File: src/rtl/ste_audio_pkg.sv
// Shared definitions for the STE LMC1992 emulation: command codes, reset
// values, the attenuation gain ROM and the output saturation helper.
package ste_audio_pkg;

  localparam int         MW_BITS  = 11;
  localparam logic [1:0] LMC_ADDR = 2'b10;

  localparam logic [2:0] CMD_MIX    = 3'b000;
  localparam logic [2:0] CMD_BASS   = 3'b001;
  localparam logic [2:0] CMD_TREBLE = 3'b010;
  localparam logic [2:0] CMD_MASTER = 3'b011;
  localparam logic [2:0] CMD_RIGHT  = 3'b100;
  localparam logic [2:0] CMD_LEFT   = 3'b101;

  localparam logic [5:0] RST_MASTER = 6'd40;
  localparam logic [4:0] RST_SIDE   = 5'd20;
  localparam logic [3:0] RST_TONE   = 4'd6;
  localparam logic [1:0] RST_MIX    = 2'b01;

  // round(256 * 10^(-i/10)); index 40 and above is mute
  function automatic logic [8:0] lmc_gain(input logic [5:0] idx);
    case (idx)
      6'd0:  lmc_gain = 9'd256;
      6'd1:  lmc_gain = 9'd203;
      6'd2:  lmc_gain = 9'd162;
      6'd3:  lmc_gain = 9'd128;
      6'd4:  lmc_gain = 9'd102;
      6'd5:  lmc_gain = 9'd81;
      6'd6:  lmc_gain = 9'd64;
      6'd7:  lmc_gain = 9'd51;
      6'd8:  lmc_gain = 9'd41;
      6'd9:  lmc_gain = 9'd32;
      6'd10: lmc_gain = 9'd26;
      6'd11: lmc_gain = 9'd20;
      6'd12: lmc_gain = 9'd16;
      6'd13: lmc_gain = 9'd13;
      6'd14: lmc_gain = 9'd10;
      6'd15: lmc_gain = 9'd8;
      6'd16: lmc_gain = 9'd6;
      6'd17: lmc_gain = 9'd5;
      6'd18: lmc_gain = 9'd4;
      6'd19, 6'd20: lmc_gain = 9'd3;
      6'd21, 6'd22: lmc_gain = 9'd2;
      6'd23, 6'd24, 6'd25, 6'd26, 6'd27: lmc_gain = 9'd1;
      default: lmc_gain = 9'd0;
    endcase
  endfunction

  function automatic logic [15:0] sat16(input logic signed [18:0] v);
    if (v > 19'sd32767)       sat16 = 16'h7FFF;
    else if (v < -19'sd32768) sat16 = 16'h8000;
    else                      sat16 = v[15:0];
  endfunction

endpackage

File: src/rtl/lmc1992_mw_rx.sv
// Microwire receiver: collects masked serial bits and validates the frame on
// mw_done. cmd/data/cmd_valid are registered, valid for one cycle.
module lmc1992_mw_rx
  import ste_audio_pkg::*;
(
  input  logic       clk32,
  input  logic       reset,
  input  logic       mw_strobe,
  input  logic       mw_clk,
  input  logic       mw_data,
  input  logic       mw_done,
  output logic [2:0] cmd,
  output logic [5:0] data,
  output logic       cmd_valid
);

  logic [10:0] sr, sr_nxt;
  logic [3:0]  cnt, cnt_nxt;

  // a strobe coinciding with mw_done is shifted before the frame is judged
  always_comb begin
    sr_nxt  = sr;
    cnt_nxt = cnt;
    if (mw_strobe && mw_clk) begin
      sr_nxt = {sr[9:0], mw_data};
      if (cnt != 4'd15) cnt_nxt = cnt + 4'd1;
    end
  end

  always_ff @(posedge clk32) begin
    if (reset) begin
      sr        <= '0;
      cnt       <= '0;
      cmd       <= '0;
      data      <= '0;
      cmd_valid <= 1'b0;
    end else begin
      sr        <= sr_nxt;
      cnt       <= mw_done ? 4'd0 : cnt_nxt;
      cmd_valid <= mw_done && (cnt_nxt == 4'(MW_BITS)) && (sr_nxt[10:9] == LMC_ADDR);
      if (mw_done) begin
        cmd  <= sr_nxt[8:6];
        data <= sr_nxt[5:0];
      end
    end
  end

endmodule

File: src/rtl/ste_lmc1992.sv
// STE LMC1992 volume/tone controller: microwire register file plus a
// 2-stage DMA/YM mix and attenuation pipeline per stereo lane.
module ste_lmc1992
  import ste_audio_pkg::*;
(
  input  logic        clk32,
  input  logic        reset,
  input  logic        mw_strobe,
  input  logic        mw_clk,
  input  logic        mw_data,
  input  logic        mw_done,
  input  logic        sample_en,
  input  logic [7:0]  dma_l,
  input  logic [7:0]  dma_r,
  input  logic [7:0]  ym_in,
  output logic [15:0] audio_l,
  output logic [15:0] audio_r,
  output logic        out_valid,
  output logic [5:0]  master_vol
);

  localparam int NUM_LANES = 2;
  localparam int STAGES    = 2;

  logic [2:0] cmd;
  logic [5:0] data;
  logic       cmd_valid;

  lmc1992_mw_rx u_rx (
    .clk32, .reset, .mw_strobe, .mw_clk, .mw_data, .mw_done,
    .cmd, .data, .cmd_valid
  );

  logic [5:0] master;
  logic [4:0] left, right;
  logic [3:0] bass, treble;
  logic [1:0] mix;

  always_ff @(posedge clk32) begin
    if (reset) begin
      master <= RST_MASTER;
      left   <= RST_SIDE;
      right  <= RST_SIDE;
      bass   <= RST_TONE;
      treble <= RST_TONE;
      mix    <= RST_MIX;
    end else if (cmd_valid) begin
      case (cmd)
        CMD_MIX:    mix    <= data[1:0];
        CMD_BASS:   bass   <= (data[3:0] > 4'd12) ? 4'd12 : data[3:0];
        CMD_TREBLE: treble <= (data[3:0] > 4'd12) ? 4'd12 : data[3:0];
        CMD_MASTER: master <= (data > 6'd40) ? 6'd40 : data;
        CMD_RIGHT:  right  <= (data[4:0] > 5'd20) ? 5'd20 : data[4:0];
        CMD_LEFT:   left   <= (data[4:0] > 5'd20) ? 5'd20 : data[4:0];
        default: ;
      endcase
    end
  end

  // tone settings are register-visible only; no filter consumes them
  logic unused_tone;
  assign unused_tone = ^{bass, treble};

  assign master_vol = master;

  logic [STAGES:0] vld_pipe;
  assign vld_pipe[0] = sample_en;

  always_ff @(posedge clk32) begin
    if (reset) vld_pipe[STAGES:1] <= '0;
    else       vld_pipe[STAGES:1] <= vld_pipe[STAGES-1:0];
  end

  assign out_valid = vld_pipe[STAGES];

  // offset-128 to two's complement is an MSB flip
  logic [7:0] ym_c;
  logic [9:0] y10;
  assign ym_c = {~ym_in[7], ym_in[6:0]};

  always_comb begin
    case (mix)
      2'b00:   y10 = {{4{ym_c[7]}}, ym_c[7:2]};
      2'b01:   y10 = {{2{ym_c[7]}}, ym_c};
      default: y10 = '0;
    endcase
  end

  logic [NUM_LANES-1:0][7:0]  dma;
  logic [NUM_LANES-1:0][4:0]  side;
  logic [NUM_LANES-1:0][15:0] aud;

  assign dma  = {dma_r, dma_l};
  assign side = {right, left};

  genvar i;
  for (i = 0; i < NUM_LANES; i++) begin : g_lane
    logic        [9:0]  s_nxt;
    logic        [6:0]  att;
    logic        [5:0]  idx;
    logic signed [9:0]  s_q;
    logic        [8:0]  g_q;
    logic signed [18:0] prod;

    assign s_nxt = {{3{~dma[i][7]}}, dma[i][6:0]} + y10;
    assign att   = 7'(6'd40 - master) + 7'(5'd20 - side[i]);
    assign idx   = (att > 7'd40) ? 6'd40 : att[5:0];
    assign prod  = 19'(s_q) * 19'($signed({1'b0, g_q}));

    always_ff @(posedge clk32) begin
      if (reset) begin
        s_q <= '0;
        g_q <= '0;
      end else if (vld_pipe[0]) begin
        s_q <= s_nxt;
        g_q <= lmc_gain(idx);
      end
    end

    always_ff @(posedge clk32) begin
      if (reset)            aud[i] <= '0;
      else if (vld_pipe[1]) aud[i] <= sat16(prod >>> 1);
    end
  end

  assign audio_l = aud[0];
  assign audio_r = aud[1];

endmodule

File: config.mk
export PLATFORM = sky130hd
export DESIGN_NAME = ste_lmc1992
export DESIGN_NICKNAME = d
export VERILOG_FILES = /design/src/rtl/ste_audio_pkg.sv /design/src/rtl/lmc1992_mw_rx.sv /design/src/rtl/ste_lmc1992.sv
export SDC_FILE = /design/constraint.sdc
export NUM_CORES = 1
export LEC_CHECK = 0
export BUFFER_PORTS_ARGS = -buffer_cell sky130_fd_sc_hd__buf_2
export CAP_MARGIN = 20
export CORE_ASPECT_RATIO = 0.75
export CORE_UTILIZATION = 40
export DETAILED_ROUTE_END_ITERATION = 8
export GPL_TIMING_DRIVEN = 0
export PLACE_DENSITY = 0.55
export SLEW_MARGIN = 40
export SYNTH_ARGS = -nofsm -noshare
export SYNTH_HDL_FRONTEND = slang
export SYNTH_SLANG_ARGS = --single-unit
File: constraint.sdc
create_clock -name clk32 -period 14.9 [get_ports clk32]
set_input_delay 0.745 -clock clk32 [delete_from_list [all_inputs] [get_ports clk32]]
set_output_delay 0.745 -clock clk32 [all_outputs]
set_load 0.02 [all_outputs]
==> reports/qor.csv, run 1 <==
stage,metric,value,unit
outcome,status,"complete, no violations",
placed_design,gpl congestion,0.8493,
timing,setup repair after global routing missed its margin,no,
routing,antenna-violating nets left,0,
finish,filler cell count in the final layout,3411,
die,I/O pins,70,
placed_design,placement-stage cell area,14550,sq um
synth,Post-Syn Instances,1615,
timing,Final Max Slew Viols,0,
timing,clock period minus final worst setup slack,6.719,ns
timing,Fmax,0.1488,GHz
finish,multi-input combinational cell area,10110,sq um
power,static power due to leakage,7.459,nW
synth,Yosys Warn Count,0,
routing,post-DR vias/cell,5.003,
setup_path,CP arrival,6.99,ns
setup_path,family with the most delay on the worst path,adder cells,
synth,proportion of register bits with asynchronous set or reset after synthesis,0,
setup_path,stage delay of the slowest cell on the critical path,0.74,ns
setup_path,FF-to-FF path depth,20,
setup_path,required time of the critical path,15.17,ns
clocking,later-pin clock latency in the skew report,0.43,ns
finish,area used by sequential logic in the layout,2302,sq um
min_path,HP Class,reg2reg,
grt,total congestion overflow,0,
die,area enclosed by the die boundary,34850,sq um
synth,proportion of synthesized chip area in sequential cells,0.1688,
routing,router iterations before antenna repair,5,
clocking,CTS clock-pin slew for the worst setup and hold paths,0.06,ns
setup_path,slowest stage cell on the critical path,sky130_fd_sc_hd__fa_1,
die,starting utilization of the core area,0.4068,
setup_path,classification of the worst setup path,reg2reg,
clocking,post-CTS repair timing setup buffer count,0,
clocking,number of CTS-inserted buffers,17,
synth,post-synthesis instance area,13640,sq um
setup_path,most repeated library cell on the critical path,sky130_fd_sc_hd__fa_1,
synth,syn_nets,1932,
grt,antenna violations before repair,1,
flow_run,number of max-capacitance violations reported,0,
setup_path,startpoint types,register,
finish,nets,2020,
timing,relative slew slack,0.4417,
grt,global router's overall resource usage,0.1992,
setup_path,"Cell Chain, Critical Path",clkbuf_1 > nand2_1 > fa_1 > fa_1 > fa_1 > inv_1 > fa_1 > inv_1 > fa_1 > inv_1 > ha_1 > a211oi_1 > and2_1 > a22o_1 > a2111oi_0 > a211oi_1 > nand3_1 > a21boi_0 > clkbuf_1 > a211oi_1,
routing,initial drt markers,486,
timing,Sum Neg Setup Slack,0,ns
setup_path,highest fanout seen on the critical path,10,
clocking,H-tree level count,4,
routing,overall via count from detail_route,10840,
power,power density over the cells,56.35,nW/um^2
clocking,clk root buf,sky130_fd_sc_hd__clkbuf_16,
die,die span in y,161.9,um
synth,ys flop type,sky130_fd_sc_hd__dfxtp_1,
die,area inside the core boundary,33530,sq um
power,overall power after layout,0.8526,mW
clocking,CTS tree,done,
timing,worst clock skew,0.009677,ns
synth,"EDFF count, synth",0,
timing,total setup violations reported at the end of the flow,0,
synth,"FF+latch count, synth",115,
finish,"final std cell area, no fill",15130,sq um
routing,final wirelength,33330,um
finish,Area Overhead vs Synth,10.94,%
finish,"most common cell after layout, fill and taps aside",sky130_fd_sc_hd__inv_1,
min_path,hold-critical path depth,2,
setup_path,count of cell instances traversed by the critical path,20,
timing,share of the clock period used by the worst path after layout,0.4509,
clocking,Resized cells post-CTS,0,
grt,pin count of the biggest net entering global routing,17,
finish,layout cells sized above 1,0.07401,
grt,global-route wire length before repair,55460,um
routing,detail-routed net length per standard cell,15.38,um
timing,Tightest Pin Transition,0.8374,ns
finish,most frequent cells in the layout,"sky130_fd_sc_hd__inv_1 (252), sky130_fd_sc_hd__nand2_1 (176), sky130_fd_sc_hd__fa_1 (158)",
setup_path,Critical path buffers and inverters,5,
die,number of standard-cell rows in the floorplan,58,
routing,DRC Markers,0,
placed_design,DP HPWL,27370,um
grt,vias in the first global route,10630,
timing,final hold violations,0,
synth,mean post-synth cell area,8.445,sq um
clocking,number of buffers between clock root and the deepest sink,2,
placed_design,Port Buf Inserts,69,
synth,Yosys cell types,73,
finish,Final Instance Count excl. Fillers,2167,
setup_path,kind of capture point of the worst setup path,register,
placed_design,Post-Place Cells,2134,
clocking,CTS hold repair buffers,0,
power,Max rail drop VDD,83.41,uV
clocking,clock net sink count,115,
die,die width,215.2,um
-- power breakdown --
part	total [mW]	leakage (nW)	switching, mW	internal, mW
sequential	0.329	0.939	0.00815	0.321
clock	0.400	0.282	0.165	0.235
combinational	0.124	6.24	0.0809	0.0429
total	0.853	7.46	0.254	0.598
-- Yosys cell counts, drive strengths merged, types with 6 or more instances --
cell      n  area share
inv     252       0.069
nand2   178       0.049
fa      158        0.23
ha      128        0.12
dfxtp   115        0.17
and2    102       0.047
nor2     94       0.026
a21oi    75       0.028
clkbuf   68       0.019
o21ai    52       0.019
xnor2    48       0.031
a211oi   39       0.021
xor2     26       0.018
mux2i    23       0.017
o21a     18       0.010
nand3    17      0.0066
nor3     17      0.0062
o211ai   17      0.0094
a21o     15      0.0083
nor2b    14      0.0064
nand2b   10      0.0046
o21bai    9      0.0050
o22a      9      0.0058
o32ai     9      0.0063
a21boi    8      0.0044
and3      8      0.0037
or3       8      0.0037
a22o      7      0.0045
buf       7      0.0023
a31oi     6      0.0028
nand3b    6      0.0033
nand4     6      0.0028
-- logic make-up (layout without fill, tap and decap cells) --
family	Yosys count	after routing	share of synthesized area
other	0	1	0
xor gates and xnor gates	74	74	0.04862
DFF	115	115	0.1688
and+or+nand+nor	481	481	0.1715
muxes	24	24	0.01771
adders and majority gates	286	286	0.3494
AOI/OAI and AO/OA	308	308	0.1537
buffers and inverters	327	428	0.09037
-- final timing paths --
check,start,endpoint,slack [ns]
max,g_lane[0].g_q[4],audio_l[10],8.18
min,g_lane[1].g_q[7],g_lane[1].g_q[7],0.46
max reg2reg,g_lane[0].g_q[4],audio_l[10],8.18
min reg2reg,g_lane[1].g_q[7],g_lane[1].g_q[7],0.46
-- metrics by stage --
stage	utilization	hold WS, ns	setup slack, ns
after floorplan	-	0.4397	9.152
after global placement	0.4339	0.4528	8.226
after detailed placement	0.4339	0.4546	8.174
after CTS	0.4510	0.4621	8.145
after global routing	0.4512	0.4933	7.715
final	0.4513	0.4614	8.181
-- flip-flops by register name (all words and copies together) (netlist names) --
register        count
u_rx.cnt            4
g_lane.g_q         18
u_rx.cmd_valid      1
right               5
g_lane.s_q         20
audio_l            16
master_vol          6
mix                 2
u_rx.cmd            3
left                5
vld_pipe            1
u_rx.data           6
out_valid           1
audio_r            16
u_rx.sr            11
-- metal layers --
layer | global-route usage | vias up | routed length, um
met4 | 0.04739 | 0 | 424
met1 | 0.2988 | 5178 | 17630
met2 | 0.3013 | 174 | 14120
met3 | 0.02659 | 26 | 1152
met5 | 0 | - | 0
li1 | - | 5464 | -
-- worst min-delay path: cells and delay by family (launching register included) --
| kind | cells | cell delay (ns) |
|---|---|---|
| AOI/OAI and AO/OA | 1 | 0.05 |
| and+or+nand+nor | 1 | 0.06 |
| DFF | 1 | 0.31 |
-- area by class of cell --
class                      count  area share
multi-input combinational   1173      0.6681
sequential                   115      0.1522
inverter                     252     0.06252
tap                          450     0.03721
clock buffer                  18     0.02837
timing repair buffer          69     0.02283
buffer                        75     0.01894
clock inverter                14    0.009676
antenna                        1   0.0001654
Note: power is estimated with default switching activity, not from simulation.
==> run 2: changes to the inputs <==
==> constraint.sdc (replaced) <==
create_clock -name clk32 -period 7 [get_ports clk32]
set_input_delay 0.35 -clock clk32 [delete_from_list [all_inputs] [get_ports clk32]]
set_output_delay 0.35 -clock clk32 [all_outputs]
set_load 0.02 [all_outputs]
==> run 2 against run 1 <==
  * Global-route usage unchanged
  * Final area about the same
  * Largest power group unchanged
  * Critical path type unchanged
  * Non-clock buffer count decreased by 1
  * Sequential share of layout area is essentially flat
==> reports/qor.csv, run 2 (same netlist as run 1, synthesis figures left out) <==
stage,metric,value,unit,change
timing,setup repair after global routing missed its margin,no,,
outcome,status,"complete, no violations",,
flow_run,number of max-capacitance violations reported,0,,unchanged
clocking,CTS hold repair buffers,0,,unchanged
setup_path,CP arrival,6.87,ns,-0.12 ns
min_path,HP Class,in2reg,,
power,power density over the cells,120.0,nW/um^2,+110%
clocking,CTS clock-pin slew for the worst setup and hold paths,0.06,ns,about the same
grt,global-route wire length before repair,55460,um,unchanged
die,area inside the core boundary,33530,sq um,unchanged
finish,filler cell count in the final layout,3410,,-0.029%
placed_design,gpl congestion,0.8493,,unchanged
timing,total setup violations reported at the end of the flow,0,,unchanged
placed_design,placement-stage cell area,14550,sq um,unchanged
finish,number of diodes added for antenna fixing,0,,-1
routing,DRC Markers,0,,unchanged
power,fraction of power consumed by combinational cells,0.145,,about the same
power,Max rail drop VDD,177.6,uV,+110%
grt,global router's overall resource usage,0.1992,,unchanged
routing,post-DR vias/cell,5.024,,+0.41%
setup_path,Register-to-Register Setup Slack,0.42,ns,-7.76 ns
power,total internal power,1.274,mW,+110%
die,I/O pins,70,,unchanged
die,die span in y,161.9,um,unchanged
finish,"most common cell after layout, fill and taps aside",sky130_fd_sc_hd__inv_1,,
finish,Area Overhead vs Synth,11.02,%,about the same
clocking,number of CTS-inserted buffers,17,,unchanged
power,static power due to leakage,7.467,nW,+0.11%
setup_path,kind of capture point of the worst setup path,register,,
grt,pin count of the biggest net entering global routing,17,,unchanged
die,die width,215.2,um,unchanged
timing,Final Max Slew Viols,0,,unchanged
finish,biggest regs,"g_lane.s_q (20), g_lane.g_q (18)",,
power,relative contribution of the clock network to total power,0.470,,about the same
die,number of standard-cell rows in the floorplan,58,,unchanged
placed_design,pre-CTS WS,0.2742,ns,-7.900 ns
die,area enclosed by the die boundary,34850,sq um,unchanged
finish,layout cells sized above 1,0.07638,,+0.002376
setup_path,classification of the worst setup path,reg2reg,,
setup_path,startpoint types,register,,
finish,"final std cell area, no fill",15140,sq um,about the same
timing,final worst hold slack,0.1932,ns,-0.2682 ns
die,starting utilization of the core area,0.4068,,unchanged
timing,relative slew slack,0.4435,,+0.001747
clocking,number of buffers between clock root and the deepest sink,2,,unchanged
power,sequential power share,0.385,,about the same
routing,router iterations before antenna repair,5,,unchanged
routing,antenna-violating nets left,0,,unchanged
grt,antenna violations before repair,1,,unchanged
grt,vias in the first global route,10630,,unchanged
routing,overall via count from detail_route,10880,,+0.31%
finish,flip-flop count of the largest register after layout,20,,unchanged
clocking,clock net sink count,115,,unchanged
clocking,clk root buf,sky130_fd_sc_hd__clkbuf_16,,
clocking,post-CTS repair timing setup buffer count,0,,unchanged
placed_design,Port Buf Inserts,69,,unchanged
finish,area used by sequential logic in the layout,2302,sq um,unchanged
clocking,H-tree level count,4,,unchanged
timing,Fmax,0.1519,GHz,+2.1%
timing,post-route worst setup slack,0.4179,ns,-7.763 ns
routing,initial drt markers,494,,+1.6%
power,overall power after layout,1.818,mW,+110%
timing,final hold violations,0,,unchanged
finish,multi-input combinational cell area,10120,sq um,+0.15%
timing,Tightest Pin Transition,0.8348,ns,-0.002621 ns
timing,share of the clock period used by the worst path after layout,0.9403,,+0.4894
setup_path,highest fanout seen on the critical path,10,,unchanged
routing,final wirelength,33350,um,about the same
timing,clock period minus final worst setup slack,6.582,ns,-0.1367 ns
setup_path,required time of the critical path,7.29,ns,-7.88 ns
finish,nets,2019,,-0.050%
clocking,CTS tree,done,,
placed_design,DP HPWL,27370,um,unchanged
finish,largest register by flop count,g_lane.s_q,,
routing,detail-routed net length per standard cell,15.41,um,+0.17%
power,switching power total,0.5436,mW,+110%
finish,most frequent cells in the layout,"sky130_fd_sc_hd__inv_1 (252), sky130_fd_sc_hd__nand2_1 (176), sky130_fd_sc_hd__fa_1 (158)",,
clocking,later-pin clock latency in the skew report,0.43,ns,about the same
grt,total congestion overflow,0,,unchanged
timing,Sum Neg Setup Slack,0,ns,unchanged
timing,worst clock skew,0.01012,ns,+0.0004405 ns
power,Switching Fraction,0.2991,,+0.0008701
-- run 2: stage by stage --
step                instances    util
finish                   2165  0.4516
global route             2165  0.4516
CTS                      2166  0.4510
detailed placement       2134  0.4339
global placement         2134  0.4339
floorplan                1615       -
-- run 2: path summary, 6_finish.rpt --
kind                                  startpoint          endpoint  cells past startpoint
worst max-delay path            g_lane[1].g_q[4]        audio_r[5]                     20
worst max register to register  g_lane[1].g_q[4]        audio_r[5]                     20
worst min-delay path                     mw_data        u_rx.sr[0]                      3
worst min register to register  g_lane[1].g_q[7]  g_lane[1].g_q[7]                      2
-- run 2: what timing repair did --
item | 4_1_cts | 5_1_grt
resized for setup | 0 | 6
hold endpoints to repair | 0 | 0
endpoints found under the setup margin | 0 | 17
-- run 2: cell type report --
class,count,share of cell area
clock buffer,18,0.02834
clock inverter,14,0.009669
tap,450,0.03719
buffer,74,0.01884
timing repair buffer,69,0.02281
multi-input combinational,1173,0.6686
inverter,252,0.06247
sequential,115,0.1521
-- run 2: critical path, stage by stage (launching register included) --
cell and delay, ns:
sky130_fd_sc_hd__dfxtp_1 0.33, sky130_fd_sc_hd__clkbuf_1 0.44, sky130_fd_sc_hd__nand2_1 0.24, sky130_fd_sc_hd__fa_1 0.72
sky130_fd_sc_hd__fa_1 0.48, sky130_fd_sc_hd__fa_1 0.54, sky130_fd_sc_hd__inv_1 0.05, sky130_fd_sc_hd__fa_1 0.55
sky130_fd_sc_hd__inv_1 0.06, sky130_fd_sc_hd__fa_1 0.50, sky130_fd_sc_hd__inv_1 0.05, sky130_fd_sc_hd__ha_1 0.35
sky130_fd_sc_hd__a22o_1 0.26, sky130_fd_sc_hd__o32ai_2 0.39, sky130_fd_sc_hd__nor3_1 0.10, sky130_fd_sc_hd__a211o_1 0.29
sky130_fd_sc_hd__a211oi_1 0.22, sky130_fd_sc_hd__nand2_1 0.20, sky130_fd_sc_hd__a21boi_1 0.30, sky130_fd_sc_hd__buf_2 0.27
sky130_fd_sc_hd__a211oi_1 0.10
-- run 2: power by group through the flow --
| stage | Sequential [mW] | Combinational (mW) | Clock (mW) |
|---|---|---|---|
| after floorplan | 0.724 | 0.165 | 0 |
| after global placement | 0.714 | 0.262 | 0 |
| after detailed placement | 0.714 | 0.264 | 0 |
| after CTS | 0.700 | 0.266 | 0.867 |
| after global routing | 0.703 | 0.296 | 0.896 |
| final | 0.700 | 0.264 | 0.854 |
-- run 2: routing by layer --
metal,vias up,GRT usage,part of all wire
li1,5466,-,-
met1,5211,0.2988,0.53
met2,174,0.3013,0.42
met3,25,0.02659,0.031
met4,0,0.04739,0.013
met5,-,0,0
